--- src/rtl/lu_dispatch_if.sv ---
// Instruction issue and result return handshakes between a requester and lu_dispatch.
interface lu_dispatch_if #(
    parameter int unsigned N  = 32,
    parameter int unsigned AW = 3
);
    logic          instr_valid;
    logic          instr_ready;
    logic [4:0]    instr_op;
    logic [AW-1:0] instr_rd;
    logic [AW-1:0] instr_rs1;
    logic [AW-1:0] instr_rs2;

    logic          res_valid;
    logic          res_ready;
    logic [AW-1:0] res_rd;
    logic [N-1:0]  res_data;
    logic          res_err;

    // Requester side: offers instructions, consumes results.
    modport master (
        output instr_valid, instr_op, instr_rd, instr_rs1, instr_rs2,
        input  instr_ready,
        input  res_valid, res_rd, res_data, res_err,
        output res_ready
    );

    // Dispatch side: accepts instructions, presents results.
    modport slave (
        input  instr_valid, instr_op, instr_rd, instr_rs1, instr_rs2,
        output instr_ready,
        output res_valid, res_rd, res_data, res_err,
        input  res_ready
    );
endinterface

--- src/rtl/lu_dispatch.sv ---
// Issue/writeback front end for the logic unit: reads operands from a small
// register file, drives the logic unit, writes its result back and returns it.
module lu_dispatch #(
    parameter  int unsigned N    = 32,
    parameter  int unsigned REGS = 8,
    localparam int unsigned AW   = $clog2(REGS)
) (
    input  logic          clk,
    input  logic          rst_n,
    lu_dispatch_if.slave  bus,
    input  logic          ld_valid,
    input  logic [AW-1:0] ld_addr,
    input  logic [N-1:0]  ld_data,
    input  logic [AW-1:0] dbg_addr,
    output logic [N-1:0]  dbg_data,
    output logic [N-1:0]  lu_a,
    output logic [N-1:0]  lu_b,
    output logic [4:0]    lu_s,
    input  logic [N-1:0]  lu_c
);
    localparam int unsigned OPW = 5;
    localparam logic [OPW-1:0] OP_MIN = 5'b01010;
    localparam logic [OPW-1:0] OP_MAX = 5'b10001;

    typedef enum logic [1:0] {
        IDLE = 2'd0,
        EXEC = 2'd1,
        WB   = 2'd2
    } state_t;

    state_t         state_q, state_d;
    logic [N-1:0]   regs_q [REGS];
    logic [N-1:0]   regs_d [REGS];
    logic [N-1:0]   lu_a_q, lu_a_d;
    logic [N-1:0]   lu_b_q, lu_b_d;
    logic [OPW-1:0] lu_s_q, lu_s_d;
    logic [AW-1:0]  rd_q, rd_d;
    logic           legal_q, legal_d;
    logic           res_valid_q, res_valid_d;
    logic [AW-1:0]  res_rd_q, res_rd_d;
    logic [N-1:0]   res_data_q, res_data_d;
    logic           res_err_q, res_err_d;
    logic           instr_ready_c;
    logic           op_legal_c;

    assign op_legal_c = (bus.instr_op >= OP_MIN) && (bus.instr_op <= OP_MAX);

    // Next-state, register file update and handshake decode.
    always_comb begin
        state_d       = state_q;
        regs_d        = regs_q;
        lu_a_d        = lu_a_q;
        lu_b_d        = lu_b_q;
        lu_s_d        = lu_s_q;
        rd_d          = rd_q;
        legal_d       = legal_q;
        res_valid_d   = res_valid_q;
        res_rd_d      = res_rd_q;
        res_data_d    = res_data_q;
        res_err_d     = res_err_q;
        instr_ready_c = 1'b0;

        // Preload applies in every state; the EXEC writeback below overrides it.
        if (ld_valid) begin
            regs_d[ld_addr] = ld_data;
        end

        unique case (state_q)
            IDLE: begin
                // A pending load blocks issue so operand reads never race it.
                instr_ready_c = ~ld_valid;
                if (bus.instr_valid && instr_ready_c) begin
                    lu_a_d  = regs_q[bus.instr_rs1];
                    lu_b_d  = regs_q[bus.instr_rs2];
                    lu_s_d  = bus.instr_op;
                    rd_d    = bus.instr_rd;
                    legal_d = op_legal_c;
                    state_d = EXEC;
                end
            end
            EXEC: begin
                res_data_d  = legal_q ? lu_c : '0;
                res_err_d   = ~legal_q;
                res_rd_d    = rd_q;
                res_valid_d = 1'b1;
                if (legal_q) begin
                    regs_d[rd_q] = lu_c;
                end
                state_d = WB;
            end
            WB: begin
                if (bus.res_ready) begin
                    res_valid_d = 1'b0;
                    state_d     = IDLE;
                end
            end
            default: begin
                state_d = IDLE;
            end
        endcase
    end

    // State, register file and output registers.
    always_ff @(posedge clk or negedge rst_n) begin
        if (!rst_n) begin
            state_q     <= IDLE;
            for (int i = 0; i < int'(REGS); i++) begin
                regs_q[i] <= '0;
            end
            lu_a_q      <= '0;
            lu_b_q      <= '0;
            lu_s_q      <= '0;
            rd_q        <= '0;
            legal_q     <= 1'b0;
            res_valid_q <= 1'b0;
            res_rd_q    <= '0;
            res_data_q  <= '0;
            res_err_q   <= 1'b0;
        end else begin
            state_q     <= state_d;
            regs_q      <= regs_d;
            lu_a_q      <= lu_a_d;
            lu_b_q      <= lu_b_d;
            lu_s_q      <= lu_s_d;
            rd_q        <= rd_d;
            legal_q     <= legal_d;
            res_valid_q <= res_valid_d;
            res_rd_q    <= res_rd_d;
            res_data_q  <= res_data_d;
            res_err_q   <= res_err_d;
        end
    end

    assign bus.instr_ready = instr_ready_c;
    assign bus.res_valid   = res_valid_q;
    assign bus.res_rd      = res_rd_q;
    assign bus.res_data    = res_data_q;
    assign bus.res_err     = res_err_q;
    assign lu_a            = lu_a_q;
    assign lu_b            = lu_b_q;
    assign lu_s            = lu_s_q;
    assign dbg_data        = regs_q[dbg_addr];
endmodule

--- src/flat_wrapper.sv ---
// flat-port wrapper written by rule: the top's interface ports become plain ports
module lu_dispatch_flat 
#(
    parameter  int unsigned N    = 32,
    parameter  int unsigned REGS = 8,
    localparam int unsigned AW   = $clog2(REGS)
)
  (clk, rst_n, ld_valid, ld_addr, ld_data, dbg_addr, dbg_data, lu_a, lu_b, lu_s, lu_c, bus_instr_valid, bus_instr_op, bus_instr_rd, bus_instr_rs1, bus_instr_rs2, bus_instr_ready, bus_res_valid, bus_res_rd, bus_res_data, bus_res_err, bus_res_ready);
  lu_dispatch_if #(.N(N), .AW(3)) bus_i ();
  input  logic clk;
  input  logic rst_n;
  input  logic ld_valid;
  input  logic [AW-1:0] ld_addr;
  input  logic [N-1:0] ld_data;
  input  logic [AW-1:0] dbg_addr;
  output logic [N-1:0] dbg_data;
  output logic [N-1:0] lu_a;
  output logic [N-1:0] lu_b;
  output logic [4:0] lu_s;
  input  logic [N-1:0] lu_c;
  input wire logic [$bits(bus_i.instr_valid)-1:0] bus_instr_valid;
  input wire logic [$bits(bus_i.instr_op)-1:0] bus_instr_op;
  input wire logic [$bits(bus_i.instr_rd)-1:0] bus_instr_rd;
  input wire logic [$bits(bus_i.instr_rs1)-1:0] bus_instr_rs1;
  input wire logic [$bits(bus_i.instr_rs2)-1:0] bus_instr_rs2;
  output wire logic [$bits(bus_i.instr_ready)-1:0] bus_instr_ready;
  output wire logic [$bits(bus_i.res_valid)-1:0] bus_res_valid;
  output wire logic [$bits(bus_i.res_rd)-1:0] bus_res_rd;
  output wire logic [$bits(bus_i.res_data)-1:0] bus_res_data;
  output wire logic [$bits(bus_i.res_err)-1:0] bus_res_err;
  input wire logic [$bits(bus_i.res_ready)-1:0] bus_res_ready;
  assign bus_i.instr_valid = bus_instr_valid;
  assign bus_i.instr_op = bus_instr_op;
  assign bus_i.instr_rd = bus_instr_rd;
  assign bus_i.instr_rs1 = bus_instr_rs1;
  assign bus_i.instr_rs2 = bus_instr_rs2;
  assign bus_instr_ready = bus_i.instr_ready;
  assign bus_res_valid = bus_i.res_valid;
  assign bus_res_rd = bus_i.res_rd;
  assign bus_res_data = bus_i.res_data;
  assign bus_res_err = bus_i.res_err;
  assign bus_i.res_ready = bus_res_ready;
  lu_dispatch #(.N(N), .REGS(REGS)) u_core (.clk(clk), .rst_n(rst_n), .bus(bus_i), .ld_valid(ld_valid), .ld_addr(ld_addr), .ld_data(ld_data), .dbg_addr(dbg_addr), .dbg_data(dbg_data), .lu_a(lu_a), .lu_b(lu_b), .lu_s(lu_s), .lu_c(lu_c));
endmodule
--- config.mk ---
export PLATFORM = sky130hd
export DESIGN_NAME = lu_dispatch_flat
export DESIGN_NICKNAME = d
export VERILOG_FILES = /design/src/rtl/lu_dispatch_if.sv /design/src/rtl/lu_dispatch.sv /design/src/flat_wrapper.sv
export SDC_FILE = /design/constraint.sdc
export NUM_CORES = 1
export LEC_CHECK = 0
export CAP_MARGIN = 20
export CELL_PAD_IN_SITES_DETAIL_PLACEMENT = 2
export CELL_PAD_IN_SITES_GLOBAL_PLACEMENT = 2
export CORE_MARGIN = 2
export CORE_UTILIZATION = 40
export DETAILED_ROUTE_END_ITERATION = 8
export GPL_TIMING_DRIVEN = 0
export PLACE_DENSITY = 0.91
export SYNTH_ARGS = -nofsm -noshare
export SYNTH_HDL_FRONTEND = slang
export SYNTH_SLANG_ARGS = --single-unit
--- constraint.sdc ---
create_clock -name clk -period 3.6 [get_ports clk]
set_input_delay 0.9 -clock clk [delete_from_list [all_inputs] [get_ports clk]]
set_output_delay 0.9 -clock clk [all_outputs]
set_load 0.005 [all_outputs]
Word-level counts from Yosys, hierarchy flattened
Cells that the tools add are included.
W data, S select, Z words.
Cells by class
  bitwise logic cells: 7
  order comparisons: 9
  muxes and demuxes: 25
  reductions and logical operators: 9
  eq/ne operators: 4
Operators by type and width (count)
  $mux W256: 3
  $bwmux W256: 2
  $bmux W32 S3: 3
  $mux W32: 9
  $demux W32 S3: 2
  $ge A4 B4 Y1 const B: 5
  $not A3 Y4: 5
  $lt A4 B1 Y1 const B: 2
  $pmux W2 S3: 1
  $reduce_and A2 Y1: 3
  $ge A5 B4 Y1 const B: 1
  $le A5 B5 Y1 const B: 1
  $logic_and A1 B1 Y1: 4
  $mux W2: 2
  $eq A2 B1 Y1 const B: 1
  $eq A2 B2 Y1 const B: 1
  $logic_not A2 Y1: 1
  $mux W1: 2
  $ne A2 B1 Y1 const B: 1
  $ne A2 B2 Y1 const B: 1
  $not A1 Y1: 2
  $pmux W1 S2: 1
  $reduce_bool A2 Y1: 1
Storage, ports and cells
  input bits: 89
  logic and storage cells: 72
  register bits: 368

Depth between registers and ports, before layout
Gate-level depths: netlist (run 1).
  word-level depth: 10
  depth in mapped cells: 7
  gate-level depth less buffers: 3

Worst setup path before layout (run 1)
Ideal clock, no wire load.
  path kind: input to output
  start point: in dbg_addr[0]
  end point: out dbg_data[0]
  slack: 497 ps
  stages on the path: 4
  data required time: 2700 ps
  arrival time: 2203 ps
  path through: buf_2 buf_2 mux4_2 mux2_2
On the way
  longest elaborated chain between the ends: 4
Ends and longest elaborated chain
  start: declaration: line flat_wrapper.sv:15  | input logic [AW-1:0] dbg_addr;
  $not A3 Y4 (not written as such): line lu_dispatch.sv:142  | assign dbg_data = regs_q[dbg_addr];
  $bmux W32 S3: line lu_dispatch.sv:142
  $mux W32 (not written as such) (2 in series): line lu_dispatch.sv:142
  end: declaration: line flat_wrapper.sv:16  | output logic [N-1:0] dbg_data;
No other way between the ends. The select of a mux whose other input is x is not followed.

Worst setup path after layout (run 1)
  start point: in dbg_addr[2]
  end point: out dbg_data[1]
The elaborated chain is that of the path after synthesis.

==> results of run 1 <==
-- power by group through the flow --
| stage | registers, mW | clock network (mW) | logic [mW] |
|---|---|---|---|
| floorplan | 6.13 | 0 | 3.50 |
| global placement | 6.38 | 0 | 5.43 |
| detailed placement | 6.63 | 0 | 5.92 |
| CTS | 6.71 | 4.95 | 6.26 |
| global route | 6.96 | 5.15 | 6.78 |
| finish | 6.94 | 5.01 | 6.59 |
-- registers in the layout (all words and copies together) (netlist names), 2 cells and up --
signal / flops
u_core.regs_q: 256
u_core.bus.res_data: 32
u_core.lu_a: 32
u_core.lu_b: 32
u_core.lu_s: 5
u_core.bus.res_rd: 3
u_core.rd_q: 3
u_core.state_q: 2
-- cell type report --
cell class	instances	area [um^2]
fillers	5391	28600
flip-flops and latches	368	9210
plain buffers	156	912
multi-input cells	1272	13000
inverters	2	7.51
diodes	6	15.0
well taps	756	946
clock inverters	13	171
repair buffers	226	2350
clock buffers	68	1360
-- worst reg2reg max path, delay by kind of cell, from the launching register on --
kind,cells,cell delay [ps]
simple gates,2,770
mux,1,450
buf+inv,2,1150
flops,1,370
-- kinds of logic after synthesis --
| family | share of synthesized area, % |
|---|---|
| and+or+nand+nor | 3.17 |
| buffers and inverters | 3.30 |
| muxes | 45.3 |
| DFF | 40.1 |
| AOI/OAI and AO/OA | 8.09 |
-- routing by layer --
metal / wire length [um] / global-route usage (%) / up-vias / part of all wire, %
li1: - / - / 7380 / -
met1: 44000 / 46.2 / 10500 / 35
met2: 57400 / 64.4 / 1798 / 45
met3: 13500 / 12.2 / 788 / 11
met4: 11500 / 32.1 / 6 / 9.1
met5: 46 / 0 / - / 0.036
-- cells in the final DEF, fill, tap and decap left out, types with 9 or more instances in the layout --
master and instances:
buf_6 9, a22o_1 64, o22ai_1 64, clkdlybuf4s50_1 217, dfrtp_1 368, nand2_1 139, o21ai_0 35, mux2i_1 128
clkbuf_1 57, o31ai_2 43, buf_2 73, o31ai_1 21, mux2_1 34, clkbuf_16 48, clkbuf_8 15, mux2_2 649
buf_1 10, mux4_2 64
-- repair_timing --
item / in CTS / in global routing
endpoints found under the setup margin: 32 / 25
resized for setup: 47 / 5
setup buffers: 0 / 0
gates cloned: 0 / 1
-- worst paths after layout --
check / slack [ps] / end / from / cells after the start
min in group clk: 480 / u_core.bus.res_data[19]$_DFFE_PN0P_ / u_core.bus.res_data[19]$_DFFE_PN0P_ / 2
max reg2reg: 720 / u_core.regs_q[171]$_DFF_PN0_ / u_core.legal_q$_DFFE_PN0P_ / 5
min reg2reg: 480 / u_core.bus.res_data[19]$_DFFE_PN0P_ / u_core.bus.res_data[19]$_DFFE_PN0P_ / 2
min: 230 / u_core.regs_q[137]$_DFF_PN0_ / rst_n / 1
max in group asynchronous: 1930 / u_core.lu_a[23]$_DFFE_PN0P_ / rst_n / 3
max: -60 / dbg_data[1] / dbg_addr[2] / 4
==> impl_metrics.toml, run 1 <==
[synth]
synthDominantCellAreaShare_pct = 40.1
netlist.top_cell.by_area = "dfrtp_1"
synthTopCellsByArea = "dfrtp_1, mux2_2, mux4_2"
avgSynthCellArea_um2 = 12.8
syn-num-nets = 1887
yosys_warnings = 0
netlist_instances = 1798
ys_ff_latch = 368
synth-seq-area-share_pct = 40.1
synth_cell_type_count = 33
yosysMostFrequentCell = "mux2_2"
synthArstFlopShare_pct = 100
synth-edff-count = 0
ys_top_cells_by_count = "mux2_2, dfrtp_1, nand2_1, mux2i_1, buf_2"
synth_flop_cell = "dfrtp_1"
syn_area_um2 = 23000

[worst_setup_path]
required_ps = 2700
max_stage_delay_ps = 490
cp_cell_sequence = "buf_1 > clkbuf_4 > mux2_2 > clkdlybuf4s50_1"
crit_fanout = 10
crit_path_start_kind = "input pin"
crit_type = "input pin to output port"
critical_path_buf_inv_count = 3
worstPathArrival_ps = 2760
slowest_stage = "clkdlybuf4s50_1"
crit_family = "buffers and inverters"
endpoint_kind = "output port"

[die]
num_io_pins = 228
die_area_um2 = 59300
fp.dieW_um = 244
start_util_pct = 40.6
fp.coreArea_um2 = 56600
die_y_um = 244
fp-row-count = 87

[finish]
stdcell_area_um2 = 28000
nets = 2160
finalNonFillerCells = 2867
final_layout_size_suffix_gt1_share_pct = 44.5
area_growth_pct = 21.8
final_core_util_pct = 49.4

[routing]
wl_per_cell_um = 44.1
drtIter0Drc = 2491
vias = 20500
wl_um = 126000
via_per_inst = 7.15
drc = 0
first_pass_iters = 6
ant_nets = 0

[power_and_ir_drop]
vdd_ir_drop_max_mv = 0.379
p_total_mw = 18.5
p_leak_nw = 11.4
p_seq_share_pct = 37.4
p_per_area_nw_per_um2 = 663
p_comb_share_pct = 35.6
power.internal_mw = 11.7
clkPwrFrac_pct = 27.0
p_switching_mw = 6.83
swShare_pct = 36.8

[global_routing]
overflow = 0
grt_pass1_vias = 22900
antenna_found_initial = 13
grt_max_degree = 119
track_usage_pct = 40.8
grt_pass1_wl_um = 174000

[clock_tree]
clkLatencyLatePin_ps = 620
cts_tree = "yes"
holdBufCountCts = 0
cts.clk_slew.worst_paths_ps = 50
clock_path_buffers = 3
h-tree-depth = 2
clock-sinks = 368
cts_root_buffer = "clkbuf_16"
numCtsBuffers = 45

[placed_design]
pre_cts_slack_ps = -928
dpl.hpwl_um = 71400
dpl_cell_area_um2 = 26200
gp_congestion = 0.881
dp_cells = 2775
port_buffers = 218

[timing]
layout_min_cycle_time_ps = 3660
fin_hold_ws_ps = 227
worstMarginPinSlew_ps = 1320
setup_tns_ps = -233
maxSlewViolCount = 0
hold_violations = 0
skew_ps = 33.8
slew_headroom_pct = 11.9
min_period_over_period_pct = 102
clock.fmax_mhz = 273
fin_ws_ps = -60.6
setup_viol = 6

[min_path]
hp-class = "input pin to async pin"

[outcome]
violations = "negative setup slack"
status = "finished with violations"

[run]
drv_cap = 0
Power figures use the tool's default switching activity.
==> run 2, diff against run 1 <==
Settings changed: CORE_UTILIZATION 40 to 45, CTS_BUF_LIST set to sky130_fd_sc_hd__clkbuf_2, PLACE_DENSITY 0.91 to 0.95.
Clock period 3.6 ns to 4.25 ns, I/O delays scaled along.
==> run 2 against run 1 <==
The run still ends with negative setup slack left. Flip-flop and latch count is the same. Clock power down 43%. Die area down 11%. Critical endpoint is now dbg_data[16]. Largest cell class unchanged.
==> impl_metrics.toml, run 2 (same netlist as run 1, synthesis figures left out) <==
[clock_tree]
h-tree-depth = 3
clock-sinks = 368
cts_setup_buffers = 0
clock_path_buffers = 3
cts.clk_slew.worst_paths_ps = 140
cts_root_buffer = "clkbuf_2"
cts_tree = "yes"
clkLatencyLatePin_ps = 1320
numCtsBuffers = 104

[worst_setup_path]
crit_path_start_kind = "input pin"
crit_type = "input pin to output port"
crit_family = "buffers and inverters"
slowest_stage = "buf_2"
path_depth = 5
worstPathArrival_ps = 3230
required_ps = 3190
reg2reg_depth = 5
crit_fanout = 10
critical_path_buf_inv_count = 3
cp_cell_sequence = "clkbuf_2 > buf_2 > mux4_2 > mux2_2 > clkdlybuf4s50_1"
max_stage_delay_ps = 560
endpoint_kind = "output port"

[power_and_ir_drop]
p_per_area_nw_per_um2 = 527
vdd_ir_drop_max_mv = 0.238
p_leak_nw = 11.3
p_total_mw = 14.3

[die]
die_y_um = 230
num_io_pins = 228
die_area_um2 = 52900
start_util_pct = 45.7
fp.coreArea_um2 = 50300
fp.dieW_um = 230
fp-row-count = 82

[finish]
final_layout_size_suffix_gt1_share_pct = 46.7
layout_commonest_cell = "mux2_2"
final_cell_mix = "mux2_2, dfrtp_1, clkdlybuf4s50_1"
top_register = "u_core.regs_q"
largest_reg_flops = 256
fillCellCount = 4771
final_core_util_pct = 54.0
area_growth_pct = 18.1
nets = 2221

[routing]
ant_nets = 0
wl_um = 126000
via_per_inst = 7.38
first_pass_iters = 5
vias = 21300
drtIter0Drc = 2474
wl_per_cell_um = 43.6
drc = 0

[timing]
maxSlewViolCount = 0
setup_tns_ps = -124
fin_hold_ws_ps = 332
min_period_over_period_pct = 101
clock.fmax_mhz = 233
setup_viol = 6
layout_min_cycle_time_ps = 4300
rsz0062_at_grt = "no"
skew_ps = 183
fin_ws_ps = -46.0
hold_violations = 0
slew_headroom_pct = 1.82
worstMarginPinSlew_ps = 1470

[outcome]
status = "finished with violations"
violations = "negative setup slack"

[min_path]
hp-class = "input pin to async pin"

[placed_design]
port_buffers = 218
gp_congestion = 0.905
dpl.hpwl_um = 75300

[global_routing]
grt_max_degree = 121
grt_pass1_vias = 23700
overflow = 0
grt_pass1_wl_um = 179000
antenna_found_initial = 8
track_usage_pct = 47.3

[run]
drv_cap = 0
## run 2: where the power goes
part	switching [mW]	internal (mW)
combinational	2.61	2.97
clock	1.88	0.978
sequential	1.37	4.50
total	5.86	8.45
## run 2: cell type report
cell class | count | area (um^2) | area share [%]
antenna | 7 | 17.5 | 0.0646
buffer | 156 | 797 | 2.94
clock buffer | 157 | 786 | 2.90
clock inverter | 27 | 110 | 0.406
inverter | 2 | 7.51 | 0.0277
multi-input combinational | 1272 | 13000 | 47.9
sequential | 368 | 9210 | 33.9
tap | 672 | 841 | 3.10
timing repair buffer | 228 | 2360 | 8.71
## run 2: path summary, 6_finish.rpt
kind | startpoint | to | slack [ps]
min | rst_n | u_core.regs_q[160]$_DFF_PN0_ | 330
max in group asynchronous | rst_n | u_core.regs_q[112]$_DFF_PN0_ | 2390
min reg2reg | u_core.lu_b[17]$_DFFE_PN0P_ | u_core.lu_b[17]$_DFFE_PN0P_ | 500
min in group clk | ld_addr[1] | u_core.regs_q[224]$_DFF_PN0_ | 440
max | dbg_addr[1] | dbg_data[16] | -50
max reg2reg | u_core.legal_q$_DFFE_PN0P_ | u_core.regs_q[169]$_DFF_PN0_ | 1620
## run 2: repair_timing
action | CTS | global route
setup endpoints to repair | 32 | 28
hold buffers | 1 | 0
hold endpoints to repair | 66 | 0
gates resized for setup | 17 | 7
## run 2: per-stage QoR
step                setup slack, ps  std cells  instance area [um^2]
floorplan                       822       1798                 23000
global placement             -14440       2688                 26000
detailed placement             -579       2691                 26100
CTS                           -44.3       2876                 27000
global route                   6.25       2885                 27100
finish                        -46.0       2889                 27100
## run 2: per-layer routing
metal  track usage, %  share of wire (%)  vias to the layer above
met5                0              0.032                        -
met4             39.7                9.2                        6
met3             16.7                 11                      830
met2             71.8                 45                     1987
met1             53.3                 35                    10900
li1                 -                  -                     7563
